[config.mk]
export PLATFORM = sky130hd
export DESIGN_NAME = cpu_clk_ctrl
export DESIGN_NICKNAME = d
export VERILOG_FILES = /design/src/rtl/cpu_clk_ctrl.sv
export SDC_FILE = /design/constraint.sdc
export NUM_CORES = 1
export LEC_CHECK = 0
export CORE_UTILIZATION = 45
export DETAILED_ROUTE_END_ITERATION = 10
export PLACE_DENSITY = 0.71
export SETUP_SLACK_MARGIN = 0.02
export SKIP_LAST_GASP = 1
export SYNTH_ARGS = -nofsm -noshare
export SYNTH_HDL_FRONTEND = slang
export SYNTH_SLANG_ARGS = --single-unit
[constraint.sdc]
create_clock -name clk -period 1.7 [get_ports clk]
set_input_delay 0.34 -clock clk [delete_from_list [all_inputs] [get_ports clk]]
set_output_delay 0.34 -clock clk [all_outputs]
set_load 0.03 [all_outputs]
[src/rtl/cpu_clk_ctrl.sv]
// Run-control front end for the pipelined CPU: synchronizes switches, debounces the step
// button and issues a single-cycle pipeline clock-enable in SLOW, STEP or FAST mode.
module cpu_clk_ctrl #(
    parameter int unsigned DEBOUNCE_CYCLES = 1000000,
    parameter int unsigned SLOW_PERIOD     = 33554432,
    parameter int unsigned SW_W            = 16
) (
    input  logic            clk,
    input  logic            rstn,
    input  logic [SW_W-1:0] sw_i,
    input  logic            btn_step_i,
    input  logic            halt_i,
    output logic [SW_W-1:0] sw_sync_o,
    output logic            cpu_en_o,
    output logic [1:0]      mode_o,
    output logic [31:0]     cycle_cnt_o,
    output logic            btn_db_o
);

    localparam int unsigned DIV_W = (SLOW_PERIOD > 2) ? $clog2(SLOW_PERIOD) : 1;
    localparam int unsigned DEB_W = $clog2(DEBOUNCE_CYCLES + 1);
    localparam logic [DIV_W-1:0] DIV_LAST = DIV_W'(SLOW_PERIOD - 1);
    localparam logic [DEB_W-1:0] DEB_LAST = DEB_W'(DEBOUNCE_CYCLES - 1);

    typedef enum logic [1:0] {
        MODE_SLOW = 2'b00,
        MODE_STEP = 2'b01,
        MODE_FAST = 2'b10
    } mode_t;

    typedef enum logic [1:0] {
        ST_ARM   = 2'b00,
        ST_PULSE = 2'b01,
        ST_HOLD  = 2'b10
    } step_t;

    logic [SW_W-1:0]  sw_meta_reg;
    logic [SW_W-1:0]  sw_sync_reg;
    logic             btn_meta_reg;
    logic             btn_sync_reg;

    mode_t            mode_reg;
    mode_t            mode_next;
    logic             mode_chg;

    logic [DEB_W-1:0] deb_cnt_reg;
    logic [DEB_W-1:0] deb_cnt_next;
    logic             btn_db_reg;
    logic             btn_db_next;

    step_t            step_reg;
    step_t            step_next;
    logic             step_pulse;

    logic [DIV_W-1:0] div_reg;
    logic [DIV_W-1:0] div_next;

    logic             cpu_en_reg;
    logic             cpu_en_next;
    logic [31:0]      cycle_cnt_reg;
    logic [31:0]      cycle_cnt_next;

    // Two-flop synchronizers for the asynchronous board inputs.
    always_ff @(posedge clk or negedge rstn) begin
        if (!rstn) begin
            sw_meta_reg  <= '0;
            sw_sync_reg  <= '0;
            btn_meta_reg <= 1'b0;
            btn_sync_reg <= 1'b0;
        end else begin
            sw_meta_reg  <= sw_i;
            sw_sync_reg  <= sw_meta_reg;
            btn_meta_reg <= btn_step_i;
            btn_sync_reg <= btn_meta_reg;
        end
    end

    always_comb begin
        mode_next = MODE_SLOW;
        if (sw_sync_reg[14]) begin
            mode_next = MODE_FAST;
        end else if (sw_sync_reg[13]) begin
            mode_next = MODE_STEP;
        end
    end

    // A pending mode switch blocks every enable source of the outgoing mode.
    assign mode_chg = (mode_next != mode_reg);

    always_ff @(posedge clk or negedge rstn) begin
        if (!rstn) begin
            mode_reg <= MODE_SLOW;
        end else begin
            mode_reg <= mode_next;
        end
    end

    always_comb begin
        btn_db_next  = btn_db_reg;
        deb_cnt_next = '0;
        if (btn_sync_reg != btn_db_reg) begin
            if (deb_cnt_reg == DEB_LAST) begin
                btn_db_next = ~btn_db_reg;
            end else begin
                deb_cnt_next = deb_cnt_reg + DEB_W'(1);
            end
        end
    end

    always_ff @(posedge clk or negedge rstn) begin
        if (!rstn) begin
            deb_cnt_reg <= '0;
            btn_db_reg  <= 1'b0;
        end else begin
            deb_cnt_reg <= deb_cnt_next;
            btn_db_reg  <= btn_db_next;
        end
    end

    always_ff @(posedge clk or negedge rstn) begin
        if (!rstn) begin
            step_reg <= ST_ARM;
        end else begin
            step_reg <= step_next;
        end
    end

    // Outside a stable STEP mode the FSM parks so that a press already held never pulses.
    always_comb begin
        step_next  = step_reg;
        step_pulse = 1'b0;
        if (mode_reg != MODE_STEP || mode_chg) begin
            step_next = btn_db_reg ? ST_HOLD : ST_ARM;
        end else begin
            case (step_reg)
                ST_ARM: begin
                    if (btn_db_reg) begin
                        step_next = ST_PULSE;
                    end
                end
                ST_PULSE: begin
                    step_pulse = 1'b1;
                    step_next  = ST_HOLD;
                end
                ST_HOLD: begin
                    if (!btn_db_reg) begin
                        step_next = ST_ARM;
                    end
                end
                default: begin
                    step_next = ST_ARM;
                end
            endcase
        end
    end

    // The divider keeps running under halt so the slow cadence is not disturbed.
    always_comb begin
        div_next = '0;
        if (!mode_chg && mode_reg == MODE_SLOW && div_reg != DIV_LAST) begin
            div_next = div_reg + DIV_W'(1);
        end
    end

    always_comb begin
        cpu_en_next = 1'b0;
        if (!mode_chg) begin
            case (mode_reg)
                MODE_FAST: cpu_en_next = ~halt_i;
                MODE_SLOW: cpu_en_next = ~halt_i && (div_reg == DIV_LAST);
                MODE_STEP: cpu_en_next = step_pulse;
                default:   cpu_en_next = 1'b0;
            endcase
        end
    end

    assign cycle_cnt_next = cycle_cnt_reg + {31'd0, cpu_en_reg};

    always_ff @(posedge clk or negedge rstn) begin
        if (!rstn) begin
            div_reg       <= '0;
            cpu_en_reg    <= 1'b0;
            cycle_cnt_reg <= '0;
        end else begin
            div_reg       <= div_next;
            cpu_en_reg    <= cpu_en_next;
            cycle_cnt_reg <= cycle_cnt_next;
        end
    end

    assign sw_sync_o   = sw_sync_reg;
    assign cpu_en_o    = cpu_en_reg;
    assign mode_o      = mode_reg;
    assign cycle_cnt_o = cycle_cnt_reg;
    assign btn_db_o    = btn_db_reg;

endmodule

Word-level counts from Yosys, hierarchy flattened
Index checks and enable logic that the tools add are counted.

word-level totals
  register bits after elaboration = 117
  bits in latches = 0
  bits in writable memories = 0
  memory bits (read-only) = 0
  bits of input ports = 20
  output and inout bits = 52
  word-level logic and storage cells = 51
  memories kept = 0

cells by class
  $add $sub $neg = 3
  $mul = 0
  div/mod/pow operators = 0
  order comparisons = 0
  equal/unequal tests = 12
  shifts and indexed selects = 0
  multiplexer cells = 14
  bitwise gates (word level) = 2
  reductions and logical operators = 9

operators by type and width
  cell                   count
  $mux 20                2
  $add 32x1->32          1
  $add 25x1->25 const B  1
  $eq 25x25->1 const B   1
  $mux 25                1
  $ne 25x25->1 const B   1
  $add 20x1->20 const B  1
  $eq 20x20->1 const B   1
  $mux 2                 5
  $ne 3x3->1 const B     2
  $pmux 2 s3             1
  $eq 2x1->1 const B     2
  $eq 2x2->1 const B     2
  $logic_not 2->1        2
  $mux 1                 4
  $reduce_and 2->1       2
  $logic_and 1x1->1      3
  $pmux 1 s3             1
  $ne 2x1->1 const B     1
  $ne 2x2->1             1
  $not 1->1              2
  $logic_not 1->1        1
  $logic_or 1x1->1       1
  $ne 1x1->1             1

Longest topological paths before layout
  depth after elaboration = 7
  depth in mapped cells = 7

Worst setup path after synthesis
No wires, ideal clock.

  kind = register to register
  start = register cycle_cnt_reg[0] (netlist: cycle_cnt_o[0])
  end = register cycle_cnt_reg[18] (netlist: cycle_cnt_o[18])
  setup time = 0.133 ns
  arrival time = 1.728 ns
  required time = 1.567 ns
  slack = -0.162 ns
  cell stages (with the launch flop) = 7
  path through = dfrtp_1 > ha_1 > ha_1 > and3_1 > and4_1 > nand4_1 > xnor2_1

on the way
  word-level cells in the longest chain between the ends = 1

ends and longest elaborated chain
  item                      RTL line  source
  start: declaration        60        logic [31:0] cycle_cnt_reg;
  start signal: assignment  187       cycle_cnt_reg <= cycle_cnt_next;
  $add 32x1->32             177       assign cycle_cnt_next = cycle_cnt_reg + {31'd0, cpu_en_reg};
  via cycle_cnt_next[18]    61        logic [31:0] cycle_cnt_next;

The timed path passes the listed nets, and every way through them passes these cells.
A chain may end at the register's enable or synchronous reset.

Final worst setup path
  start = register div_reg[1]
  end = register div_reg[24]

on the way
  word-level cells in the longest chain between the ends = 3
  elaborated cells on any way between the ends = 4
  those cells by class = 1 x add/sub; 1 x eq/ne; 1 x mux; 1 x reduce/logical

ends and longest elaborated chain
  item                                                                   RTL line  source
  start: declaration                                                     55        logic [DIV_W-1:0] div_reg;
  start signal: assignment                                               185       div_reg <= div_next;
  parallel branches: the longest is 2 deep, another holds $add 25x1->25  n/a
  $mux 25 *                                                              160       if (!mode_chg && mode_reg == MODE_SLOW && div_reg != DIV_LAST) begin
  via div_next[24]                                                       56        logic [DIV_W-1:0] div_next;

Mark *: on every way through the listed nets, which the timed path passes.

==> flow_summary.yaml <==
cts:
  clockBufferDepth: 2
  clock_sinks: 117
  cts_tree: "yes"
  numCtsBuffers: 17
  clk_pin_slew_ns: 0.06
  cts_root_buffer: "clkbuf_8"
  clkLatencyLatePin_ns: 0.51
  htree_levels: 4
grt:
  grt-ovfl-total: 0
  grtUsageMet3_pct: 5.93
  grt_max_degree: 44
  grt_pass1_wl_um: 16500
  gr-usage-met1_pct: 25.0
  track_usage_pct: 19.3
  antenna_found_initial: 0
  met2_usage_pct: 30.6
  first_global_vias: 3525
  grt_busiest_layer: "met2"
floorplanning:
  ioPinCount: 72
  die-area_sq_um: 10900
  die_h_um: 105
  fp.dieW_um: 105
  coreArea_sq_um: 10300
  initial_core_util_pct: 46.1
  num_rows: 37
setup_path:
  cp_max_fo: 6
  arrival_ns: 2.08
  worst-path-buf-inv: 3
  reg2reg_depth: 8
  r2r-start: "div_reg[1]"
  r2r-end: "div_reg[24]"
  critPathMaxStageDelay_ns: 0.40
  crit_chain: "ha_2 -> nand4_1 -> buf_6 -> nor3_4 -> buf_4 -> buf_6 -> nand3b_1 -> a21oi_1"
  critPathKind: "reg2reg"
  cp-start-kind: "flip-flop"
  slowest_stage: "dfrtp_1"
  crit_required_ns: 2.13
  critPathCaptureType: "flip-flop"
  cpMostUsedCell: "buf_6"
  cpLargestDelayFamily: "buffers and inverters"
  ff2ff_setup_slack_ns: 0.04
timing:
  worst_pin_slew_ns: 0.449
  worst_slack_ns: 0.0445
  period_share_pct: 97.4
  period_minus_slack_ns: 1.66
  skew_ns: 0.00492
  rsz0062_at_grt: "true"
  setup_viol: 0
  relSlewSlack_pct: 70.0
  drv_slew: 0
  whs_ns: 0.264
  hold_viol: 0
  fmax_ghz: 0.604
hold_path:
  holdPathEnd: "sw_meta_reg[10]"
  hold_start: "sw_i[10]"
  worstHoldPathType: "in2reg"
  holdPathStages: 1
synthesis:
  synth_simple_gate_area_share_pct: 20.0
  yosys_warnings: 0
  yosys.area_share.adder_pct: 1.06
  synth_top_family_by_area: "simple AND/OR/NAND/NOR gates"
  syn_area_sq_um: 4740
  syn_area_per_cell_sq_um: 11.6
  ys_ff_latch: 117
  synth_compound_area_share_pct: 1.40
  synth-xor-area-share_pct: 13.1
  yosysSeqAreaShare_pct: 61.8
  synth_flop_cell: "dfrtp_1"
  synth_cell_types: 35
  syn_inst: 408
  synth_edf_count: 0
  synthArstFlopShare_pct: 100
  synth_mux_area_share_pct: 0.238
  synth_nets: 432
layout:
  post-route-util_pct: 64.1
  layout.cells.most_common_list: "109 x dfrtp_1, 60 x nor2_1, 50 x xnor2_1"
  final_common_cell: "dfrtp_1"
  fin_nets: 555
  antenna_cells: 0
  nFillCells: 807
  area_growth_pct: 39.1
  drive_gt1_share_pct: 25.2
  layout.cells.non_filler: 680
  largest_reg_flops: 32
run:
  timing.max_cap.violations: 0
power_and_ir_drop:
  vdd_ir_drop_max_uv: 647
  total_power_mw: 7.08
  pwr_density_cell_nw_per_um2: 1070
  p_leak_nw: 2.91
route:
  drc: 0
  drtAntennaViolNets: 0
  drtIter0Drc: 112
  vias: 3488
  routed_via_density: 5.13
  wl_um: 10200
  drt_first_pass_iters: 4
  wl_per_cell_um: 15.0
place:
  place_inst: 642
  pre_cts_ws_ns: -0.00555
  gp_congestion: 0.805
  hpwlAfterDp_um: 6350
  portBuffers: 71
status:
  status: "finished, final reports clean"
-- stage by stage --
step / TNS [ns] / area (sq um)
after floorplan: 0 / 4760
after global placement: 0 / 5870
after detailed placement: -0.00585 / 5870
after CTS: -0.0664 / 6490
after global routing: -0.0623 / 6590
final: 0 / 6590
-- repair_timing --
item | in CTS | in global routing
endpoints found under the setup margin | 94 | 82
hold endpoints to repair | 20 | 0
gates resized for setup | 101 | 56
buffers inserted | 0 | 1
pin swaps | 3 | 9
hold buffers | 1 | 0
cloned | 1 | 3
-- logic make-up after synthesis --
| group | count (synthesis) |
|---|---|
| flip-flops | 117 |
| adder cells (fa/ha/maj) | 4 |
| multiplexers | 1 |
| AND/OR/NAND/NOR | 186 |
| AO/OA/AOI/OAI | 9 |
| XOR/XNOR | 71 |
| buffers and inverters | 20 |
-- worst max path at each step --
stage                    start              end  cells after the start
2_1_floorplan         cpu_en_o  cycle_cnt_o[12]                      6
6_report            div_reg[1]      div_reg[24]                      8
3_3_place_gp   deb_cnt_reg[12]  deb_cnt_reg[13]                      7
4_1_cts        cycle_cnt_o[15]  cycle_cnt_o[15]                      1
5_1_grt             div_reg[1]      div_reg[24]                      8
3_5_place_dp        div_reg[9]      div_reg[12]                      5
-- layout make-up --
type                       instances  area (sq um)  share of cell area, %
sequential                       117          2940                   44.6
multi-input combinational        274          1860                   28.2
timing repair buffer             109           971                   14.7
clock buffer                      18           428                   6.50
clock inverter                    14           176                   2.68
tap                              136           170                   2.58
inverter                          12          45.0                  0.684
-- metal layers --
| metal | part of all wire [%] | up-vias | wire length [um] |
|---|---|---|---|
| met5 | 0 | - | 0 |
| met4 | 1.3 | 0 | 136 |
| met3 | 4.7 | 12 | 478 |
| met2 | 50 | 101 | 5120 |
| met1 | 44 | 1746 | 4460 |
| li1 | - | 1629 | - |
-- worst register-to-register path, delay by kind of cell, from the launching register on --
family	cells	cell delay, ns
buffers and inverters	3	0.47
flip-flops	1	0.40
AND/OR/NAND/NOR	3	0.35
adder cells (fa/ha/maj)	1	0.20
AO/OA/AOI/OAI	1	0.16
-- cell usage after synthesis (all sizes together), types with 2 or more instances --
cell,number,area [sq um]
a21oi,2,10.0
and3,10,62.6
and4,8,70.1
buf,7,63.8
dfrtp,117,2930
ha,4,50.1
inv,12,45.0
nand2,33,124
nand2b,3,18.8
nand3,25,130
nand4,17,121
nor2,63,236
nor2b,2,12.5
nor3,10,61.3
nor4,8,56.3
o21ai,4,20.0
or2,2,12.5
xnor2,50,438
xor2,21,184
-- power by group --
part	internal (mW)	switching [mW]
Sequential	2.89	0.0821
Combinational	0.206	0.308
Clock	2.29	1.30
Total	5.39	1.70
(Power assumes the default switching activity.)
